### src/rtl/dcache_ctrl.sv
// Direct-mapped, write-back, write-allocate data cache for the memory stage.
// A miss freezes the pipeline through block_pipe_data_cache. While frozen,
// the dirty victim is written back if needed, the line is refilled over a
// req/ack link, and the held access is then replayed as a hit.
module dcache_ctrl #(
    parameter int LINES      = 4,
    parameter int LINE_WORDS = 4,
    parameter int ADDR_W     = 32
) (
    input  logic                     clk,
    input  logic                     reset,
    input  logic                     MEM_R_EN,
    input  logic                     MEM_W_EN,
    input  logic                     is_byte,
    input  logic [ADDR_W-1:0]        addr,
    input  logic [31:0]              wdata,
    output logic [31:0]              rdata,
    output logic                     block_pipe_data_cache,
    output logic                     mem_req,
    output logic                     mem_we,
    output logic [ADDR_W-1:0]        mem_addr,
    output logic [LINE_WORDS*32-1:0] mem_wdata,
    input  logic [LINE_WORDS*32-1:0] mem_rdata,
    input  logic                     mem_ack
);

    localparam int IDX_W  = $clog2(LINES);
    localparam int TAG_W  = ADDR_W - 4 - IDX_W;
    localparam int LINE_W = LINE_WORDS * 32;

    typedef enum logic [1:0] {IDLE, WB, REFILL} state_t;

    typedef struct packed {
        logic             valid;
        logic             dirty;
        logic [TAG_W-1:0] tag;
    } line_meta_t;

    state_t            state;
    line_meta_t        meta_q [LINES];
    logic [LINE_W-1:0] data_q [LINES];
    logic [31:0]       rdata_q;

    logic [1:0]        byte_off;
    logic [1:0]        word_off;
    logic [IDX_W-1:0]  idx;
    logic [TAG_W-1:0]  tag;
    logic              access;
    logic              hit;
    logic [LINE_W-1:0] cur_line;
    logic [31:0]       cur_word;
    logic [7:0]        cur_byte;
    logic [31:0]       load_val;
    logic [31:0]       st_word;
    logic [LINE_W-1:0] st_line;

    assign byte_off = addr[1:0];
    assign word_off = addr[3:2];
    assign idx      = addr[3+IDX_W:4];
    assign tag      = addr[ADDR_W-1:4+IDX_W];

    // A simultaneous read and write enable is handled as a write.
    assign access   = MEM_R_EN | MEM_W_EN;
    assign hit      = meta_q[idx].valid && (meta_q[idx].tag == tag);

    // Word/byte extraction for loads and read-modify-write merge for stores.
    always_comb begin
        cur_line = data_q[idx];
        cur_word = cur_line[{word_off, 5'b0} +: 32];
        cur_byte = cur_word[{byte_off, 3'b0} +: 8];
        load_val = is_byte ? {24'b0, cur_byte} : cur_word;
        st_word  = cur_word;
        if (is_byte)
            st_word[{byte_off, 3'b0} +: 8] = wdata[7:0];
        else
            st_word = wdata;
        st_line = cur_line;
        st_line[{word_off, 5'b0} +: 32] = st_word;
    end

    // Hit data is visible in the same cycle; otherwise the last load result holds.
    assign rdata = (state == IDLE && access && !MEM_W_EN && hit) ? load_val : rdata_q;

    // The stall rises combinationally in the miss-detect cycle and holds for the whole transfer.
    assign block_pipe_data_cache = (state != IDLE) || (access && !hit);

    // Controller FSM: line metadata, the memory handshake and the held load result.
    always_ff @(posedge clk or negedge reset) begin
        if (!reset) begin
            state     <= IDLE;
            mem_req   <= 1'b0;
            mem_we    <= 1'b0;
            mem_addr  <= '0;
            mem_wdata <= '0;
            rdata_q   <= '0;
            for (int i = 0; i < LINES; i++) meta_q[i] <= '0;
        end else begin
            unique case (state)
                IDLE: begin
                    if (access) begin
                        if (hit) begin
                            if (MEM_W_EN) meta_q[idx].dirty <= 1'b1;
                            else          rdata_q           <= load_val;
                        end else if (meta_q[idx].valid && meta_q[idx].dirty) begin
                            state     <= WB;
                            mem_req   <= 1'b1;
                            mem_we    <= 1'b1;
                            mem_addr  <= {meta_q[idx].tag, idx, 4'b0};
                            mem_wdata <= cur_line;
                        end else begin
                            state    <= REFILL;
                            mem_req  <= 1'b1;
                            mem_we   <= 1'b0;
                            mem_addr <= {tag, idx, 4'b0};
                        end
                    end
                end
                WB: begin
                    // mem_req stays high: the refill request follows directly.
                    if (mem_ack) begin
                        meta_q[idx].dirty <= 1'b0;
                        state             <= REFILL;
                        mem_we            <= 1'b0;
                        mem_addr          <= {tag, idx, 4'b0};
                    end
                end
                REFILL: begin
                    if (mem_ack) begin
                        meta_q[idx] <= '{valid: 1'b1, dirty: 1'b0, tag: tag};
                        state       <= IDLE;
                        mem_req     <= 1'b0;
                    end
                end
                default: state <= IDLE;
            endcase
        end
    end

    // Line data array: store-hit merges and refill fills. Validity lives in meta_q, so no reset is needed here.
    always_ff @(posedge clk) begin
        if (state == IDLE && access && hit && MEM_W_EN)
            data_q[idx] <= st_line;
        else if (state == REFILL && mem_ack)
            data_q[idx] <= mem_rdata;
    end

endmodule
### config.mk
export PLATFORM = sky130hd
export DESIGN_NAME = dcache_ctrl
export DESIGN_NICKNAME = d
export VERILOG_FILES = /design/src/rtl/dcache_ctrl.sv
export SDC_FILE = /design/constraint.sdc
export NUM_CORES = 1
export LEC_CHECK = 0
export BUFFER_PORTS_ARGS = -buffer_cell sky130_fd_sc_hd__buf_2
export CAP_MARGIN = 20
export CORE_AREA = 5 5 322 230
export CTS_CLUSTER_SIZE = 28
export DETAILED_ROUTE_END_ITERATION = 12
export DIE_AREA = 0 0 327 235
export PLACE_DENSITY = 0.75
export SLEW_MARGIN = 20
export SYNTH_ARGS = -nofsm -noshare
export SYNTH_HDL_FRONTEND = slang
export SYNTH_SLANG_ARGS = --single-unit
### constraint.sdc
create_clock -name clk -period 12 [get_ports clk]
set_input_delay 1.2 -clock clk [delete_from_list [all_inputs] [get_ports clk]]
set_output_delay 1.2 -clock clk [all_outputs]
set_load 0.005 [all_outputs]
# Word-level counts from Yosys, hierarchy flattened

Memory sizes are Yosys's and may differ from the RTL's.
Index checks and enable logic that the tools add are counted.

Memories kept: 1
Input bits: 198
Register bits after elaboration: 308
Bits in writable memories: 512

Shift operators: 6
Bitwise gates (word level): 5
Reductions and logical operators: 24
Magnitude comparators: 2
Eq/ne operators: 9
Mux-type cells: 46
$add $sub $neg: 2

Memories:

| name   | depth | bits a word | read ports | clocked after memory_dff | write ports | RTL line | source |
|---|---|---|---|---|---|---|---|
| data_q | 4     | 128         | 1          | 0                        | 1           | 41       | `logic [LINE_W-1:0] data_q [LINES];` |

Operator list:

| cell                                                                     | count |
|---|---|
| 112-bit 2-to-1 mux                                                       | 5 |
| 112-bit bitwise mux                                                      | 3 |
| 112-bit one-hot mux with 3 select lines                                  | 1 |
| 32-bit 2-to-1 mux                                                        | 7 |
| 128-bit bitwise mux                                                      | 1 |
| 128-bit 2-to-1 mux                                                       | 1 |
| 32-bit by 9-bit variable shift with 128-bit output, first input constant | 1 |
| 128-bit by 8-bit variable part select with 32-bit output                 | 1 |
| 32-bit by 9-bit variable part select with 128-bit output                 | 1 |
| 28-bit demux with 2-bit select                                           | 2 |
| 28-bit 2-to-1 mux                                                        | 3 |
| 32-bit one-hot mux with 2 select lines                                   | 1 |
| 28-bit binary-select mux with 2-bit select                               | 1 |
| 32-bit bitwise mux                                                       | 1 |
| 8-bit by 7-bit variable shift with 32-bit output, first input constant   | 1 |
| 32-bit by 6-bit variable part select with 8-bit output                   | 1 |
| 8-bit by 7-bit variable part select with 32-bit output                   | 1 |
| 27-bit 2-to-1 mux                                                        | 1 |
| 26-bit == test                                                           | 1 |
| 4-bit AND reduction                                                      | 5 |
| 2-bit inequality test, second input constant                             | 6 |
| 1-bit 2-to-1 mux                                                         | 11 |
| 1-bit logical AND                                                        | 10 |
| 2-bit 2-to-1 mux                                                         | 5 |
| 17 further kinds                                                         | 23 |

# Logic depth before layout (Yosys ltp)

Depth after elaboration: 11
Depth in mapped cells: 13

# Worst setup path after synthesis

OpenSTA, ideal clock, no wires.

Path type: input port to flip-flop
From: input port addr[4]
To: memory data_q[0][0] in the netlist's numbering, enable pin
Slack: -0.560 ns
Required time: 11.227 ns
Arrival: 11.788 ns
Stages: 9
Cells stage by stage: buf_6 > mux4_2 > a2bb2oi_1 > o2111ai_1 > a2111oi_2 > nand4_2 > nor3_1 > a31oi_1 > nor3_1

Cells in the longest elaborated chain, start to end: 11
Elaborated cells between the ends (all ways): 13
Classes of those cells: 1 x eq/ne; 7 x mux; 2 x bitwise; 3 x reduce/logical

RTL lines:

| what                                                 | RTL line | source |
|---|---|---|
| start: declaration                                   | 15       | `input logic [ADDR_W-1:0] addr,` |
| 2-bit NOT with 3-bit output (not written as such)    | 64       | `assign hit = meta_q[idx].valid && (meta_q[idx].tag == tag);` |
| 28-bit binary-select mux with 2-bit select           | 64       |  |
| 28-bit 2-to-1 mux (not written as such) (2 in a row) | 64       |  |
| 26-bit == test                                       | 64       |  |
| 1-bit logical AND                                    | 64       |  |
| 1-bit logical AND (2 in a row)                       | 141      | `if (state == IDLE && access && hit && MEM_W_EN)` |
| 1-bit 2-to-1 mux                                     | 141      |  |
| 1-bit 2-to-1 mux, on equally long branches           | 142, 144 |  |
| 1-bit bitwise OR (no source line)                    | n/a      |  |
| end: declaration                                     | 41       |  |

Parallel ways exist; a longest one is shown, timed or not. The select of a mux whose other input is x is not followed.

# Worst setup path in the final report

From: input port addr[4]
To: output port rdata[2]

Cells in the longest elaborated chain, start to end: 8
Elaborated cells between the ends (all ways): 12
Classes of those cells: 1 x eq/ne; 2 x shift; 5 x mux; 1 x bitwise; 2 x reduce/logical; 1 x memory

RTL lines:

| what                                                                            | RTL line | source |
|---|---|---|
| parallel branches: the longest is 7 deep, another holds memory read 4 x 128 bit | n/a      |  |
| 32-bit 2-to-1 mux (*)                                                           | 82       | `assign rdata = (state == IDLE && access && !MEM_W_EN && hit) ? load_val : rdata_q;` |
| end: declaration                                                                | 17       | `output logic [31:0] rdata,` |

Mark *: on every way between the ends. The select of a mux whose other input is x is not followed.

==> flow_summary.toml <==
[clock_tree]
clk_latency_ns = 0.64
clock_path_buffers = 3
h-tree-depth = 3
root_buffer = "clkbuf_16"
cts_sinks = 816
ctsResizeCount = 0
cts_hold_buf = 0
path_clk_slew_ns = 0.06
cts_made_buffers = 78
cts_tree = "done"
cts_setup_buffers = 0

[die]
dieHeight_um = 235
ioPinCount = 393
dieArea_mm2 = 0.0768
core_area_mm2 = 0.0707
initial_utilization_pct = 52.3
die_width_um = 327
rows = 82

[final_layout]
fin_util_pct = 59.7
final_cells = 3659
nFillCells = 5232
area_growth_pct = 14.1
nNetsFinal = 2874
drive_above_1_share_pct = 32.3
final_area_mm2 = 0.0422

[drt]
drt-wirelength-per-cell_um = 30.2
viasPerCell = 6.60
num_vias = 24100
drt_wl_total_mm = 110
drtAntennaViolNets = 0
dr.pass1.iters = 6
drc = 0
initialDrtViolationCount = 3022

[logic_synthesis]
synth_area_mm2 = 0.0370
synthCells = 2355
synthArstFlopShare_pct = 37.3
netlist_top_cells_area = "edfxtp_1 (42%), dfrtp_1 (21%), mux4_2 (11%), mux2_1 (3.9%), o221ai_1 (3.1%)"
yosys.area.top_type_share_pct = 41.6
ys_types = 59
synth_seq_area_share_pct = 62.1
ys_ff_latch = 816
syn_avg_cell_area_um2 = 15.7
netlist.top_cell.by_area = "edfxtp_1"
ys_warn_count = 0
synth-edff-count = 512
ys.flop_type = "edfxtp_1"

[sta]
min_period_over_period_pct = 57.3
clock_skew_ns = 0.0262
finalCriticalPeriod_ns = 6.88
setup_viol_count_final = 0
slew_violations = 0
fin_hold_ws_ns = 0.479
max_freq_ghz = 0.145
rsz0062_at_grt = "false"
tightest_slew_ns = 1.22
relSlewSlack_pct = 18.5
hold_viol_final = 0

[worst_setup_path]
critPathLaunchType = "primary input"
end_kind = "output pin"
crit_fanout = 48
arrival_ns = 5.68
r2r_slack_ns = 6.83
r2r_cells = 10
crit_type = "primary input to output pin"
reg2reg_to = "data_q[1][58]"
required_ns = 10.80

[global_routing]
grt_max_degree = 156
use_met3_pct = 8.92
met2_usage_pct = 41.9
grt_use_met1_pct = 39.5
overflow = 0
grt_pass1_vias = 24300
grt_busiest_layer = "met2"
grt_use_total_pct = 28.1
grt_antenna_before_repair = 18
grt_first_pass_wirelength_mm = 162

[min_path]
min_path_cells = 1
min_to = "mem_wdata[16]"
hold_start = "mem_wdata[16]"
hold_path.class = "register to register"

[placed_design]
gp_congestion = 0.879
hpwl_mm = 69.8
dpl_cell_area_mm2 = 0.0395
placed_cells = 3505
port_buffers = 388

[run]
maxCapViolCount = 0

[power_and_ir_drop]
p_per_area_mw_per_mm2 = 203
ir_drop_uv = 112
power_w = 0.00856
p_leak_nw = 16.9

[run_status]
run_status = "complete, no violations"
cell families after synthesis:
family                   count (synthesis)  share of synthesized area, %
multiplexers                           448                          19.2
XOR/XNOR                                21                         0.497
AO/OA/AOI/OAI                          488                          10.9
adder cells (fa/ha/maj)                 14                         0.473
buffers and inverters                  350                          4.22
AND/OR/NAND/NOR                        217                          2.61
other                                    1                        0.0101
flip-flops                             816                          62.1
worst max-delay path, stage by stage:
cell,delay (ns)
buf_8,0.40
buf_4,0.68
buf_4,0.84
mux4_2,0.65
mux4_2,0.61
nand2_1,0.12
a41oi_1,0.40
mux2_2,0.46
buf_2,0.13
synthesized netlist by cell type, types with 14 or more instances:
cell type  count
a21oi_1       14
a22o_1        29
a22oi_1       15
a31o_2        21
a32o_1        78
buf_1         24
buf_2         68
buf_6         17
clkbuf_1      81
dfrtp_1      304
edfxtp_1     512
ha_1          14
inv_1        145
mux2_1       128
mux2_2        84
mux2_4        28
mux2i_1       32
mux4_2       176
nand2_1      101
nor2_1        56
nor2b_1       28
o21a_1       129
o21ai_0       27
o221ai_1     130
xnor2_1       16
how the worst max path moves through the flow:
stage | slack, ns | start | to
detailed placement | 5.05 | addr[4] | rdata[1]
finish | 5.12 | addr[4] | rdata[2]
global placement | 5.09 | addr[4] | rdata[1]
global route | 4.79 | addr[4] | rdata[1]
floorplan | -0.56 | addr[4] | data_q[0][0]
CTS | 5.05 | addr[4] | rdata[1]
routing by layer:
metal  vias up  share of wire [%]
li1       9887                  -
met1     12500                 38
met2      1552                 45
met3       242                 13
met4         4                3.7
met5         -              0.024
through the flow:
step	setup slack (ns)	setup TNS, ns
floorplan	-0.560	-143.42
global placement	5.09	0
detailed placement	5.05	0
CTS	5.05	0
global route	4.79	0
finish	5.12	0
placed cells by master (no fill, tap or decap), types with 5 or more instances in the layout:
cell and instances:
bufinv_16 8, a41oi_1 12, clkinv_1 15, a32o_1 78, a21oi_1 13, mux2_1 128
dfrtp_1 304, buf_4 32, ha_1 10, a31oi_1 6, clkbuf_16 81, edfxtp_1 512
clkbuf_1 16, clkbuf_8 9, a22o_1 29, nor2b_1 26, nor2_1 56, a22oi_1 15
inv_1 145, mux2_2 84, o22ai_1 12, o21a_1 129, mux2_4 28, a31o_2 21
nand2_1 98, diode_2 9, mux4_2 176, o221ai_1 130, buf_2 384, o21ai_0 27
xnor2_1 16, mux2i_1 32, xor2_1 5, clkinv_2 8
layout make-up:
class                      instances  area, µm²  share of cell area (%)
clock inverter                    39        437                    1.03
clock buffer                     105       2200                    5.20
multi-input combinational       1192      12600                    29.8
antenna                            9       22.5                  0.0533
timing repair buffer             423       2280                    5.41
tap                              924       1160                    2.74
inverter                         151        567                    1.34
sequential                       816      23000                    54.4
power by group:
group	internal [W]	total (W)	switching (W)
Combinational	0.000874	0.00205	0.00117
Clock	0.00147	0.00255	0.00108
Sequential	0.00367	0.00396	0.000290
Total	0.00601	0.00856	0.00255
No activity file was read; power rests on OpenSTA's default activity.
